--- src/rtl/rr_arb4_lowgnt_pkg.sv ---
`default_nettype none
// ============================================================================
// Module      : rr_arb_pkg
// Description : Shared constants for the 4-way round-robin arbiter with
//               active-low one-hot grants. State encodings, the idle grant
//               pattern and the reset grant index.
// Revision    : 1.0 - initial release
// ============================================================================
package rr_arb_pkg;

    // FSM state encodings
    localparam logic [1:0] IDLE  = 2'd0;
    localparam logic [1:0] GRANT = 2'd1;
    localparam logic [1:0] GAP   = 2'd2;

    // Active-low select pattern when nobody owns the resource
    localparam logic [3:0] NO_GNT_N = 4'b1111;

    // Reset "last winner": the search starts at index 0 after reset
    localparam logic [1:0] RST_IDX = 2'd3;

endpackage : rr_arb_pkg
`default_nettype wire

--- src/rtl/rr_arb4_lowgnt_if.sv ---
`default_nettype none
// ============================================================================
// Module      : rr_arb4_lowgnt_if
// Description : Request/grant bundle between the requesters and the arbiter.
//   req       - active-high request per requester (driven by master)
//   gnt_n     - active-low one-hot grant, 4'b1111 when idle
//   gnt_idx   - binary index of current/last winner
//   gnt_valid - high while a grant is asserted
//   timeout   - one-cycle pulse when the hold limit revokes a grant
//   modport master : requester side; modport slave : arbiter side
// Revision    : 1.0 - initial release
// ============================================================================
interface rr_arb4_lowgnt_if;
    logic [3:0] req;
    logic [3:0] gnt_n;
    logic [1:0] gnt_idx;
    logic       gnt_valid;
    logic       timeout;

    modport master (
        output req,
        input  gnt_n,
        input  gnt_idx,
        input  gnt_valid,
        input  timeout
    );

    modport slave (
        input  req,
        output gnt_n,
        output gnt_idx,
        output gnt_valid,
        output timeout
    );
endinterface : rr_arb4_lowgnt_if
`default_nettype wire

--- src/rtl/rr_arb4_lowgnt_pick4.sv ---
`default_nettype none
// ============================================================================
// Module      : rr_pick4
// Description : Combinational round-robin winner search. Scans req starting
//               at (last_idx+1) mod 4 upward with wrap and returns the first
//               set bit.
//   req[3:0]      - request vector
//   last_idx[1:0] - previous winner (lowest priority this round)
//   win_idx[1:0]  - selected winner (equals last_idx when no request)
//   any_req       - at least one request bit set
// Revision    : 1.0 - initial release
// ============================================================================
module rr_pick4 (
    input  logic [3:0] req,
    input  logic [1:0] last_idx,
    output logic [1:0] win_idx,
    output logic       any_req
);

    logic [1:0] w_cand;
    logic       w_found;

    always_comb begin
        win_idx = last_idx;
        w_cand  = '0;
        w_found = 1'b0;
        // Offsets 1..4; offset 4 wraps back to last_idx itself so a lone
        // requester that just finished can win again.
        for (int i = 1; i <= 4; i++) begin
            w_cand = last_idx + 2'(i);
            if (!w_found && req[w_cand]) begin
                win_idx = w_cand;
                w_found = 1'b1;
            end
        end
    end

    assign any_req = |req;

endmodule : rr_pick4
`default_nettype wire

--- src/rtl/rr_arb4_lowgnt.sv ---
`default_nettype none
// ============================================================================
// Module      : rr_arb4_lowgnt
// Description : Four-requester round-robin arbiter with active-low one-hot
//               grants, a one-cycle turnaround gap between grants and a
//               hold-limit counter that revokes long grants.
//   clk   - system clock, rising edge
//   rst_n - asynchronous active-low reset
//   bus   - request/grant bundle (slave modport): req in; gnt_n, gnt_idx,
//           gnt_valid, timeout out (all registered)
// Revision    : 1.0 - initial release
// ============================================================================
module rr_arb4_lowgnt
    import rr_arb_pkg::*;
#(
    parameter int MAX_HOLD = 16,   // max consecutive grant cycles, 2..256
    parameter int CNT_W    = 8     // 2**CNT_W >= MAX_HOLD
) (
    input  logic              clk,
    input  logic              rst_n,
    rr_arb4_lowgnt_if.slave   bus
);

    localparam logic [CNT_W-1:0] c_hold_last = CNT_W'(MAX_HOLD - 1);

    logic [1:0]       r_state;
    logic [1:0]       r_gnt_idx;
    logic [CNT_W-1:0] r_hold_cnt;
    logic [3:0]       r_gnt_n;
    logic             r_gnt_valid;
    logic             r_timeout;

    logic [1:0]       w_win_idx;
    logic             w_any_req;

    rr_pick4 u_pick (
        .req      (bus.req),
        .last_idx (r_gnt_idx),
        .win_idx  (w_win_idx),
        .any_req  (w_any_req)
    );

    always_ff @(posedge clk or negedge rst_n) begin
        if (!rst_n) begin
            r_state     <= IDLE;
            r_gnt_idx   <= RST_IDX;
            r_hold_cnt  <= '0;
            r_gnt_n     <= NO_GNT_N;
            r_gnt_valid <= 1'b0;
            r_timeout   <= 1'b0;
        end else begin
            r_timeout <= 1'b0;
            case (r_state)
                GRANT: begin
                    if (!bus.req[r_gnt_idx]) begin
                        r_state     <= GAP;
                        r_gnt_n     <= NO_GNT_N;
                        r_gnt_valid <= 1'b0;
                    end else if (r_hold_cnt == c_hold_last) begin
                        // Hold limit reached: revoke; pulse lines up with
                        // the first gap cycle.
                        r_state     <= GAP;
                        r_gnt_n     <= NO_GNT_N;
                        r_gnt_valid <= 1'b0;
                        r_timeout   <= 1'b1;
                    end else begin
                        r_hold_cnt  <= r_hold_cnt + CNT_W'(1);
                    end
                end
                default: begin
                    // IDLE and GAP arbitrate identically; gnt_idx keeps the
                    // last winner so the rotation continues across idle time.
                    if (w_any_req) begin
                        r_state     <= GRANT;
                        r_gnt_idx   <= w_win_idx;
                        r_hold_cnt  <= '0;
                        r_gnt_n     <= ~(4'b0001 << w_win_idx);
                        r_gnt_valid <= 1'b1;
                    end else begin
                        r_state     <= IDLE;
                        r_gnt_n     <= NO_GNT_N;
                        r_gnt_valid <= 1'b0;
                    end
                end
            endcase
        end
    end

    assign bus.gnt_n     = r_gnt_n;
    assign bus.gnt_idx   = r_gnt_idx;
    assign bus.gnt_valid = r_gnt_valid;
    assign bus.timeout   = r_timeout;

endmodule : rr_arb4_lowgnt
`default_nettype wire

--- src/flat_wrapper.sv ---
// flat-port wrapper written by rule: the top's interface ports become plain ports
module rr_arb4_lowgnt_flat import rr_arb_pkg::*;
#(
    parameter int MAX_HOLD = 16,                                          
    parameter int CNT_W    = 8                            
)
  (clk, rst_n, bus_req, bus_gnt_n, bus_gnt_idx, bus_gnt_valid, bus_timeout);
  rr_arb4_lowgnt_if bus_i ();
  input  logic clk;
  input  logic rst_n;
  input wire logic [$bits(bus_i.req)-1:0] bus_req;
  output wire logic [$bits(bus_i.gnt_n)-1:0] bus_gnt_n;
  output wire logic [$bits(bus_i.gnt_idx)-1:0] bus_gnt_idx;
  output wire logic [$bits(bus_i.gnt_valid)-1:0] bus_gnt_valid;
  output wire logic [$bits(bus_i.timeout)-1:0] bus_timeout;
  assign bus_i.req = bus_req;
  assign bus_gnt_n = bus_i.gnt_n;
  assign bus_gnt_idx = bus_i.gnt_idx;
  assign bus_gnt_valid = bus_i.gnt_valid;
  assign bus_timeout = bus_i.timeout;
  rr_arb4_lowgnt #(.MAX_HOLD(MAX_HOLD), .CNT_W(CNT_W)) u_core (.clk(clk), .rst_n(rst_n), .bus(bus_i));
endmodule
--- config.mk ---
export PLATFORM = sky130hd
export DESIGN_NAME = rr_arb4_lowgnt_flat
export DESIGN_NICKNAME = d
export VERILOG_FILES = /design/src/rtl/rr_arb4_lowgnt_pkg.sv /design/src/rtl/rr_arb4_lowgnt_if.sv /design/src/rtl/rr_arb4_lowgnt_pick4.sv /design/src/rtl/rr_arb4_lowgnt.sv /design/src/flat_wrapper.sv
export SDC_FILE = /design/constraint.sdc
export NUM_CORES = 1
export LEC_CHECK = 0
export BUFFER_PORTS_ARGS = -buffer_cell sky130_fd_sc_hd__buf_2
export CAP_MARGIN = 30
export CORE_ASPECT_RATIO = 0.75
export CORE_UTILIZATION = 35
export CTS_BUF_LIST = sky130_fd_sc_hd__clkbuf_4 sky130_fd_sc_hd__clkbuf_8
export DETAILED_ROUTE_END_ITERATION = 8
export PLACE_DENSITY_LB_ADDON = 0.12
export SLEW_MARGIN = 20
export SYNTH_ARGS = -nofsm -noshare
export SYNTH_HDL_FRONTEND = slang
export SYNTH_SLANG_ARGS = --single-unit
--- constraint.sdc ---
create_clock -name clk -period 1.8 [get_ports clk]
set_input_delay 0 -clock clk [delete_from_list [all_inputs] [get_ports clk]]
set_output_delay 0 -clock clk [all_outputs]
set_load 0.1 [all_outputs]
==> impl.org <==
** Layout
- After routing the design area is 1080 µm².
- Fin nets :: about 120
- Area taken by multi-input logic gates :: 442 µm²
- Filler Cells Inserted :: 229
- Share of layout cells above drive strength 1 :: 33.3%
- Area taken by flip-flops and latches :: 442 µm²
- 0 antenna diodes ended up in the layout.
- Signed area change from the synthesized netlist to the final layout :: 21.9%

** STA
- Period utilisation layout :: between 90% and 100%
- Final setup viols :: 0
- Headroom to the max-slew limit came out at around three fifths.
- Final Max Slew Viols :: 0
- Hold Violations, Final :: 0
- Once routing completed, OpenROAD measured the worst setup slack at roughly 66 ps.
- Hold timing on the final database bottoms out at a slack of 124 ps.
- RSZ-0062 raised after global routing :: false
- For the final database, setup skew stands at 7.77 ps.
- Timing would allow up to 577 MHz.
- The clock period could shrink to 1730 ps.
- Worst-Margin Slew :: 567 ps

** Clocking
- Bufs on Longest Clock Path :: 2
- TritonCTS clock tree :: built
- Clock insertion delay at the later pin of the skew report :: 290 ps
- Maximum level of the CTS H-tree :: 1
- The tree is rooted in a sky130_fd_sc_hd__clkbuf_4.
- Clock buffer count from CTS :: 3
- CTS clock-pin slew for the worst setup and hold paths :: between 100 and 150 ps
- Clock Sinks :: 17

** Global route
- The number of antenna violations at the first check in global routing is 0.
- The total overflow left after global routing is 0.
- Global routing consumed, over all layers together, 14.8% of the routing resources.
- Largest net degree at the start of global routing :: 18
- Number of global-route vias before repair :: 588
- The first global-routing pass estimated about 2.8 mm of wire.

** Status
- Result of the run :: completed

** Worst setup path
- Critical Path AT :: 1920 ps
- The worst setup path is of the reg -> reg kind.
- Crit-path max FO :: 8
- Slowest cell on the critical path :: sky130_fd_sc_hd__dfstp_4
- STA classifies the critical path endpoint as a register.
- The largest single stage delay on the critical path is 630 ps.
- At the worst endpoint, the required time is 1990 ps.
- The worst setup path is launched from a register.
- Cell-by-cell trace of the critical path :: mux4_2, o211ai_4, or3_1, a21boi_1

** Floorplanning
- The die covers 2750 µm².
- The core region is 2350 µm².
- DIE WIDTH :: 60.2 µm
- Initial core utilization :: 37.9%
- Floorplan die height :: approximately 46 µm
- Io pins :: 14
- Num rows :: 15

** Logic synthesis
- The number of nets in the synthesized netlist is 92.
- Among all flip-flop cells after synthesis, the most frequent one is sky130_fd_sc_hd__dfrtp_1.
- Share of flip-flops with an asynchronous set or reset :: 100%
- The synthesized netlist devotes 22.4% of its cell area to simple gates.
- Flip-flop and latch count after synthesis :: 17
- Synthesized netlist cell count :: 85
- Adder-cell share of the synthesized area :: 1.41%
- The portion of synthesized area spent on multiplexers is roughly 3.7%.
- The netlist uses 34 different library cells.
- For this run, the register share of the synthesized area comes to around half.
- Number of warnings reported in the yosys synthesis log :: 0
- The synthesized netlist devotes 19.8% of its cell area to compound gates.
- The average instance in the mapped netlist occupies 10.5 µm².
- Combinational family with the most area after synthesis :: simple AND/OR/NAND/NOR gates
- The mapped netlist covers 890 µm².
- Counting flops with a built-in enable in the synthesized netlist gives 0.
- Area share of xor/xnor cells in the synthesized design :: 0.985%

** Job
- Count of max-cap constraint violations :: 0

** Power and ir drop
- Cell area power density :: 1760 nW/µm²
- Leakage :: 0.473 nW
- The worst-case IR drop observed on VDD is ~0.64 mV.

** Detailed routing
- Post-route DRC :: 0
- Detail-routed net length per standard cell :: ~14 µm
- Total iterations of the first detailed-routing run :: 4
- Via Count :: 722
- Using the TritonRoute via totals, the vias-per-cell ratio works out to 5.08.
- In this run the remaining antenna-violating nets after routing total 0.
- The routed design has 1.95 mm of wire.
- In this run, the number of DRC markers left after iteration 0 of detailed routing was 32.

** Place
- Buffers placed on the I/O ports in this run total 13.
- Placed standard-cell area :: 1020 µm²
- At the placement stage, the worst setup path has a slack of 39.9 ps.
- Final RePlAce weighted congestion :: 0.750
- Placed wire-length estimate :: 1.39 mm

** Min path
- Type of the tightest min-delay check :: in -> reg
-- final timing paths --
path / endpoint / slack, ps / cells after the start / from
max reg2reg: u_core.r_hold_cnt[4]$_DFFE_PN0P_ / 70 / 4 / u_core.bus.gnt_idx[0]$_DFFE_PN1P_
min reg2reg: u_core.bus.gnt_n[2]$_DFFE_PN1P_ / 510 / 2 / u_core.bus.gnt_n[2]$_DFFE_PN1P_
max: u_core.r_hold_cnt[4]$_DFFE_PN0P_ / 70 / 4 / u_core.bus.gnt_idx[0]$_DFFE_PN1P_
max in group asynchronous: u_core.bus.gnt_idx[1]$_DFFE_PN1P_ / 1340 / 2 / rst_n
min: u_core.r_hold_cnt[5]$_DFFE_PN0P_ / 120 / 4 / bus_req[1]
min in group asynchronous: u_core.r_hold_cnt[0]$_DFFE_PN0P_ / 150 / 2 / rst_n
-- synthesized netlist by cell type, drive strengths merged, types with 2 or more instances --
library cell	count	area, µm²
buf	2	16.3
dfstp	6	158
a21o	2	15.0
nand2	8	30.0
nand2b	3	18.8
o21ai	6	30.0
and2b	2	15.0
and3	2	12.5
o31ai	2	15.0
o32a	2	20.0
inv	3	11.3
o211ai	4	43.8
dfrtp	11	275
a21oi	4	20.0
nor2	6	22.5
nand3	6	30.0
-- critical path: cells and delay by family (launching register included) --
kind | cells | cell delay, ps
AOI/OAI and AO/OA | 2 | 240
DFF | 1 | 630
muxes | 1 | 620
and+or+nand+nor | 1 | 150
-- layer usage --
| metal | global-route usage (%) | wire length, µm |
|---|---|---|
| met4 | 4.19 | 12 |
| met1 | 23.2 | 1090 |
| met5 | 0 | 0 |
| met2 | 18.2 | 777 |
| met3 | 5.40 | 71 |
-- metrics by stage --
step | TNS (ps) | total power [mW] | instances | util, %
after floorplan | -777 | 1.46 | 85 | -
after global placement | 0 | 1.63 | 134 | 43.5
after detailed placement | 0 | 1.64 | 134 | 43.5
after CTS | 0 | 1.86 | 139 | 45.2
after global routing | 0 | 2.01 | 142 | 46.2
final | 0 | 1.90 | 142 | 46.2
-- kinds of logic (layout without fill, tap and decap cells) --
family / Yosys count / in the layout
flops: 17 / 17
fa+ha+maj: 1 / 1
mux: 2 / 2
buf+inv: 5 / 27
xor+xnor: 1 / 1
compound gates: 23 / 24
simple gates: 36 / 36
-- power by group --
| group | internal [mW] | total, mW | leakage, nW | switching (mW) |
|---|---|---|---|---|
| registers | 0.526 | 0.612 | 0.212 | 0.0856 |
| clock network | 0.0845 | 0.212 | 0.0139 | 0.127 |
| logic | 0.288 | 1.08 | 0.248 | 0.793 |
| total | 0.898 | 1.90 | 0.473 | 1.01 |
-- sequential cells by signal (all words and copies together), names as in the netlist --
register            count
u_core.r_hold_cnt       8
u_core.r_state          2
u_core.bus.timeout      1
u_core.bus.gnt_idx      2
u_core.bus.gnt_n        4
-- layout make-up --
type / instances / area share (%)
sequential: 17 / 40.7
timing repair buffer: 20 / 10.8
tap: 34 / 3.92
clock buffer: 3 / 2.08
clock inverter: 1 / 0.692
inverter: 3 / 1.04
multi-input combinational: 64 / 40.7
-- cell usage in the layout (no fill, tap or decap), drive strengths merged, types with 2 or more instances in the layout --
cell type | Yosys | layout
o211ai | 4 | 5
nand2b | 3 | 3
dfrtp | 11 | 11
and3 | 2 | 2
o21ai | 6 | 6
clkbuf | 0 | 4
nand2 | 8 | 8
o32a | 2 | 2
a21oi | 4 | 4
dfstp | 6 | 6
buf | 2 | 18
a21o | 2 | 2
inv | 3 | 3
and2b | 2 | 2
o31ai | 2 | 2
nand3 | 6 | 6
nor2 | 6 | 6
-- what timing repair did --
item	CTS	global route
resized for setup	0	1
hold buffers	1	0
hold endpoints to repair	17	0
endpoints found under the setup margin	0	2
buffers inserted	0	1
(Power assumes the default switching activity.)
